==> src/rtl/ter_rd_req.sv <==
// ter_rd_req: read-side requester for the TER interleaver buffer with a credit-managed output FIFO
//   Optional error checking is enabled with `define TER_RD_ERRCHK_EN.
//   clk, n_rst         : clock, synchronous active-low reset
//   start, m_len       : begin reading a complete block of m_len symbols
//   request            : registered read strobe, one symbol per high cycle
//   din_vld, din       : returned symbol, valid exactly one cycle after request
//   dout, dout_vld     : first-word-fall-through FIFO head
//   dout_rdy           : downstream accept; pop = dout_vld && dout_rdy
//   dout_sop, dout_eop : first / last symbol of the block
//   busy, err          : not idle; sticky protocol error (0 without TER_RD_ERRCHK_EN)
module ter_rd_req #(
    parameter int DATA_W     = 8,
    parameter int LEN_W      = 13,
    parameter int FIFO_DEPTH = 4
) (
    input  logic              clk,
    input  logic              n_rst,
    input  logic              start,
    input  logic [LEN_W-1:0]  m_len,
    output logic              request,
    input  logic              din_vld,
    input  logic [DATA_W-1:0] din,
    output logic [DATA_W-1:0] dout,
    output logic              dout_vld,
    input  logic              dout_rdy,
    output logic              dout_sop,
    output logic              dout_eop,
    output logic              busy,
    output logic              err
);
    localparam int AW = $clog2(FIFO_DEPTH);
    localparam int CW = $clog2(FIFO_DEPTH + 1);

    typedef enum logic [1:0] {IDLE, READ, DRAIN} state_t;

    state_t             state_q, state_d;
    logic [LEN_W-1:0]   len_q, len_d;
    logic [LEN_W:0]     issued_q, issued_d, popped_q, popped_d, len_x;
    logic [CW-1:0]      pend_q, pend_d, cnt_q, cnt_d;
    logic [CW:0]        credit;
    logic [AW-1:0]      wp_q, rp_q;
    logic [DATA_W-1:0]  mem_q [FIFO_DEPTH];
    logic               request_q, request_d, wr, pop, acc_start;

    assign len_x     = {1'b0, len_q};
    // din_vld with nothing outstanding is never written, in either build
    assign wr        = din_vld && pend_q != '0;
    assign pop       = dout_vld && dout_rdy;
    assign acc_start = state_q == IDLE && start && m_len != '0;
    assign request   = request_q;
    assign busy      = state_q != IDLE;
    assign dout_vld  = cnt_q != '0;
    assign dout      = dout_vld ? mem_q[rp_q] : '0;
    assign dout_sop  = dout_vld && popped_q == '0;
    assign dout_eop  = dout_vld && popped_q == len_x - (LEN_W+1)'(1);
    // space already promised: stored symbols, in-flight reads and the strobe now on the wire
    assign credit    = (CW+1)'(cnt_q) + (CW+1)'(pend_q) + (CW+1)'(request_q);

    always_comb begin
        state_d   = state_q;
        len_d     = len_q;
        issued_d  = issued_q + (LEN_W+1)'(request_q);
        popped_d  = popped_q + (LEN_W+1)'(pop);
        pend_d    = pend_q + CW'(request_q) - CW'(wr);
        cnt_d     = cnt_q + CW'(wr) - CW'(pop);
        request_d = state_q == READ && issued_d < len_x && credit < (CW+1)'(FIFO_DEPTH);
        if (acc_start) begin
            state_d  = READ;
            len_d    = m_len;
            issued_d = '0;
            popped_d = '0;
            pend_d   = '0;
        end else if (state_q == READ && issued_d == len_x) begin
            state_d = DRAIN;
        end else if (state_q == DRAIN && pop && popped_d == len_x) begin
            state_d = IDLE;
        end
    end

    always_ff @(posedge clk) begin
        if (!n_rst) begin
            state_q   <= IDLE;
            len_q     <= '0;
            issued_q  <= '0;
            popped_q  <= '0;
            pend_q    <= '0;
            cnt_q     <= '0;
            request_q <= 1'b0;
            wp_q      <= '0;
            rp_q      <= '0;
        end else begin
            state_q   <= state_d;
            len_q     <= len_d;
            issued_q  <= issued_d;
            popped_q  <= popped_d;
            pend_q    <= pend_d;
            cnt_q     <= cnt_d;
            request_q <= request_d;
            wp_q      <= wp_q + AW'(wr);
            rp_q      <= rp_q + AW'(pop);
        end
    end

    always_ff @(posedge clk) begin
        if (wr) mem_q[wp_q] <= din;
    end

`ifdef TER_RD_ERRCHK_EN
    logic err_q, err_d;

    assign err_d = (din_vld && pend_q == '0) || (start && busy) || (err_q && !acc_start);
    assign err   = err_q;

    always_ff @(posedge clk) begin
        if (!n_rst) err_q <= 1'b0;
        else        err_q <= err_d;
    end
`else
    assign err = 1'b0;
`endif
endmodule

==> config.mk <==
export PLATFORM = sky130hd
export DESIGN_NAME = ter_rd_req
export DESIGN_NICKNAME = d
export VERILOG_FILES = /design/src/rtl/ter_rd_req.sv
export SDC_FILE = /design/constraint.sdc
export NUM_CORES = 1
export LEC_CHECK = 0
export CORE_UTILIZATION = 30
export DETAILED_ROUTE_END_ITERATION = 12
export PLACE_DENSITY_LB_ADDON = 0.12
export SETUP_SLACK_MARGIN = 0.02
export SYNTH_ARGS = -nofsm -noshare
export SYNTH_HDL_FRONTEND = slang
export SYNTH_SLANG_ARGS = --single-unit
==> constraint.sdc <==
create_clock -name clk -period 2.8 [get_ports clk]
set_clock_uncertainty 0.05 [all_clocks]
set_input_delay 0.56 -clock clk [delete_from_list [all_inputs] [get_ports clk]]
set_output_delay 0.56 -clock clk [all_outputs]
set_load 0.005 [all_outputs]
==> results_dict.tcl <==
set metrics [dict create \
    synth_top_area_share_pct 22.3 \
    yosysTopAreaCell "dfxtp_1" \
    critical_path_arrival_ps 2350 \
    grt.overflow.total 0 \
    crit_buf_inv 2 \
    synth_flop_cell "dfxtp_1" \
    cp_slowest_stage_delay_ps 490 \
    drive_above_1_share_pct 22.9 \
    drt_iter0_markers 151 \
    p_per_area_nw_per_um2 631 \
    area_growth_pct 31.6 \
    clk_path_buf_depth 2 \
    slew_headroom_pct 62.6 \
    htreeDepth 3 \
    cts.sinks 86 \
    ir_drop_v 0.000316 \
    fmax_mhz 338 \
    max_slew.worst_pin.slew_ps 559 \
    path_clk_slew_ps 70 \
    ys_top_cells_by_area "dfxtp_1 22%, edfxtp_1 20%, ha_1 7.0%" \
    period_share_pct 106 \
    final_area_sq_um 6380 \
    cts_buffers 9 \
    drc 0 \
    final-hold-violation-count 0 \
    maxCapViolations 0 \
    grt_pass1_vias 3901 \
    nFillCells 1562 \
    end_kind "output pin" \
    nNetsFinal 635 \
    grt_max_degree 21 \
    synth_nets 537 \
    wl_um 12200 \
    critPathKind "reg -> out" \
    syn_area_sq_um 4840 \
    failed_checks "setup timing" \
    reg2reg_depth 10 \
    required_ps 2190 \
    whs_ps 481 \
    post-place-cells 776 \
    track_usage_pct 15.9 \
    rsz0062_at_grt "true" \
    path_max_fanout 3 \
    core_sq_um 15800 \
    cts_tree "built" \
    layout_common_cells "76 x buf_4, 52 x dfxtp_1, 36 x nor2_1, 36 x clkdlybuf4s50_1, 32 x edfxtp_1" \
    routedWlPerCell_um 15.2 \
    drtPass1Iterations 4 \
    antenna_cells 0 \
    synthArstFlopShare_pct 0 \
    gp_congestion 0.806 \
    synth.distinct_cells 56 \
    setup_viol 1 \
    grt_pass1_wl_um 20000 \
    dp.final_hpwl_um 9060 \
    critical_path.cell_chain "inv_2 -> ha_4 -> or4b_4 -> o31ai_2 -> nand2_1 -> a211o_1 -> nor4_2 -> buf_2" \
    synth_warnings 0 \
    fin_crit_ps 2960 \
    worst-path-stages 8 \
    ant_nets 0 \
    tns_ps -161 \
    die_x_um 129 \
    io_pins 40 \
    clockRootBuffer "clkbuf_16" \
    power_leakage_nw 2.65 \
    ys_seq_area_share_pct 42.1 \
    viasPerCell 4.73 \
    start_kind "register" \
    final_common_cell "buf_4" \
    synth_cells 482 \
    io_buffers 38 \
    synth-seq-cells 86 \
    synth_edf_count 32 \
    antenna_found_initial 0 \
    crit_slowest_cell "or4b_4" \
    rows 46 \
    clock_latency_ps 350 \
    fin_cells 801 \
    crit_family "simple AND/OR/NAND/NOR gates" \
    initial_core_util_pct 30.6 \
    dieHeight_um 129 \
    outcome "finished with violations" \
    holdPathStages 2 \
    dieArea_sq_um 16700 \
    setup_ws_ps -161 \
    hp-class "reg -> reg" \
    slew_violations 0 \
    num_vias 3791 \
    dpl-instance-area_sq_um 5900 \
    synth_area_per_cell_sq_um 10.1 \
]
cell families (layout without fill, tap and decap cells):
group,Yosys count,after routing,synth area share (%)
AND/OR/NAND/NOR,186,186,21.3
flip-flops,86,86,42.1
XOR/XNOR,55,55,10.3
buffers and inverters,55,158,4.57
AO/OA/AOI/OAI,46,46,6.77
adder cells (fa/ha/maj),29,29,7.80
multiplexers,24,24,7.05
other,1,1,0.0774
where the power goes:
part | leakage [nW] | internal (mW) | switching (mW)
Clock | 0.149 | 0.635 | 0.583
Sequential | 0.728 | 1.42 | 0.0860
Combinational | 1.78 | 0.726 | 0.571
area by class of cell:
| type | instances | area, sq um | area share (%) |
|---|---|---|---|
| Clock inverter | 7 | 76.3 | 1.20 |
| Timing Repair Buffer | 116 | 976 | 15.3 |
| Tap cell | 216 | 270 | 4.24 |
| Sequential cell | 86 | 2040 | 32.1 |
| Inverter | 26 | 97.6 | 1.53 |
| Clock buffer | 9 | 225 | 3.53 |
| Multi-Input combinational cell | 341 | 2690 | 42.1 |
metal layers:
metal | wire, um | global-route usage [%] | part of all wire [%] | up-vias
li1 | - | - | - | 1903
met1 | 5670 | 19.4 | 47 | 1798
met2 | 5810 | 27.2 | 48 | 71
met3 | 414 | 3.84 | 3.4 | 19
met4 | 259 | 5.88 | 2.1 | 0
met5 | 0 | 0 | 0 | -
cell usage after synthesis, drive strengths merged (9+ instances only):
| master | n |
|---|---|
| dfxtp | 54 |
| clkbuf | 24 |
| ha | 27 |
| nand4 | 14 |
| nor3 | 9 |
| and3 | 19 |
| and2 | 24 |
| xor2 | 25 |
| nand3 | 21 |
| inv | 26 |
| nand2 | 16 |
| nor4 | 12 |
| nor2 | 39 |
| xnor2 | 30 |
| nor2b | 15 |
| edfxtp | 32 |
| mux2i | 15 |
worst paths after layout:
path / startpoint / endpoint / slack (ps)
min reg2reg: state_q[0] / state_q[0] / 480
max: len_q[1] / dout_eop / -160
max reg2reg: cnt_q[0] / state_q[1] / 150
min: state_q[0] / state_q[0] / 480
stage by stage:
| step | worst slack, ps | utilization, % | power (mW) |
|---|---|---|---|
| after floorplan | 35.7 | - | 2.24 |
| after global placement | -268 | 37.3 | 2.77 |
| after detailed placement | -277 | 37.3 | 2.80 |
| after CTS | -229 | 40.0 | 4.06 |
| after global routing | -294 | 40.3 | 4.30 |
| final | -161 | 40.3 | 4.02 |
registers in the layout, summed over array words and instances, names as in the netlist:
signal	count
mem_q	32
issued_q	14
popped_q	14
len_q	13
cnt_q	3
pend_q	3
rp_q	2
state_q	2
wp_q	2
request	1
worst register-to-register path, stage by stage, from the launching register on:
cell and delay [ps]:
dfxtp_2 340, or3_4 380, and2_4 170, ha_2 180, ha_2 200, and3_4 190, xnor2_1 140, a2111oi_1 370
and4_1 250, o2111a_1 200, a21oi_1 70
what timing repair did:
item | CTS | global route
buffers inserted | 11 | 2
gates resized for setup | 23 | 14
hold endpoints to repair | 0 | 0
hold buffers | 0 | 0
pin swaps | 11 | 11
endpoints found under the setup margin | 3 | 4
Note: power is estimated with default switching activity, not from simulation.
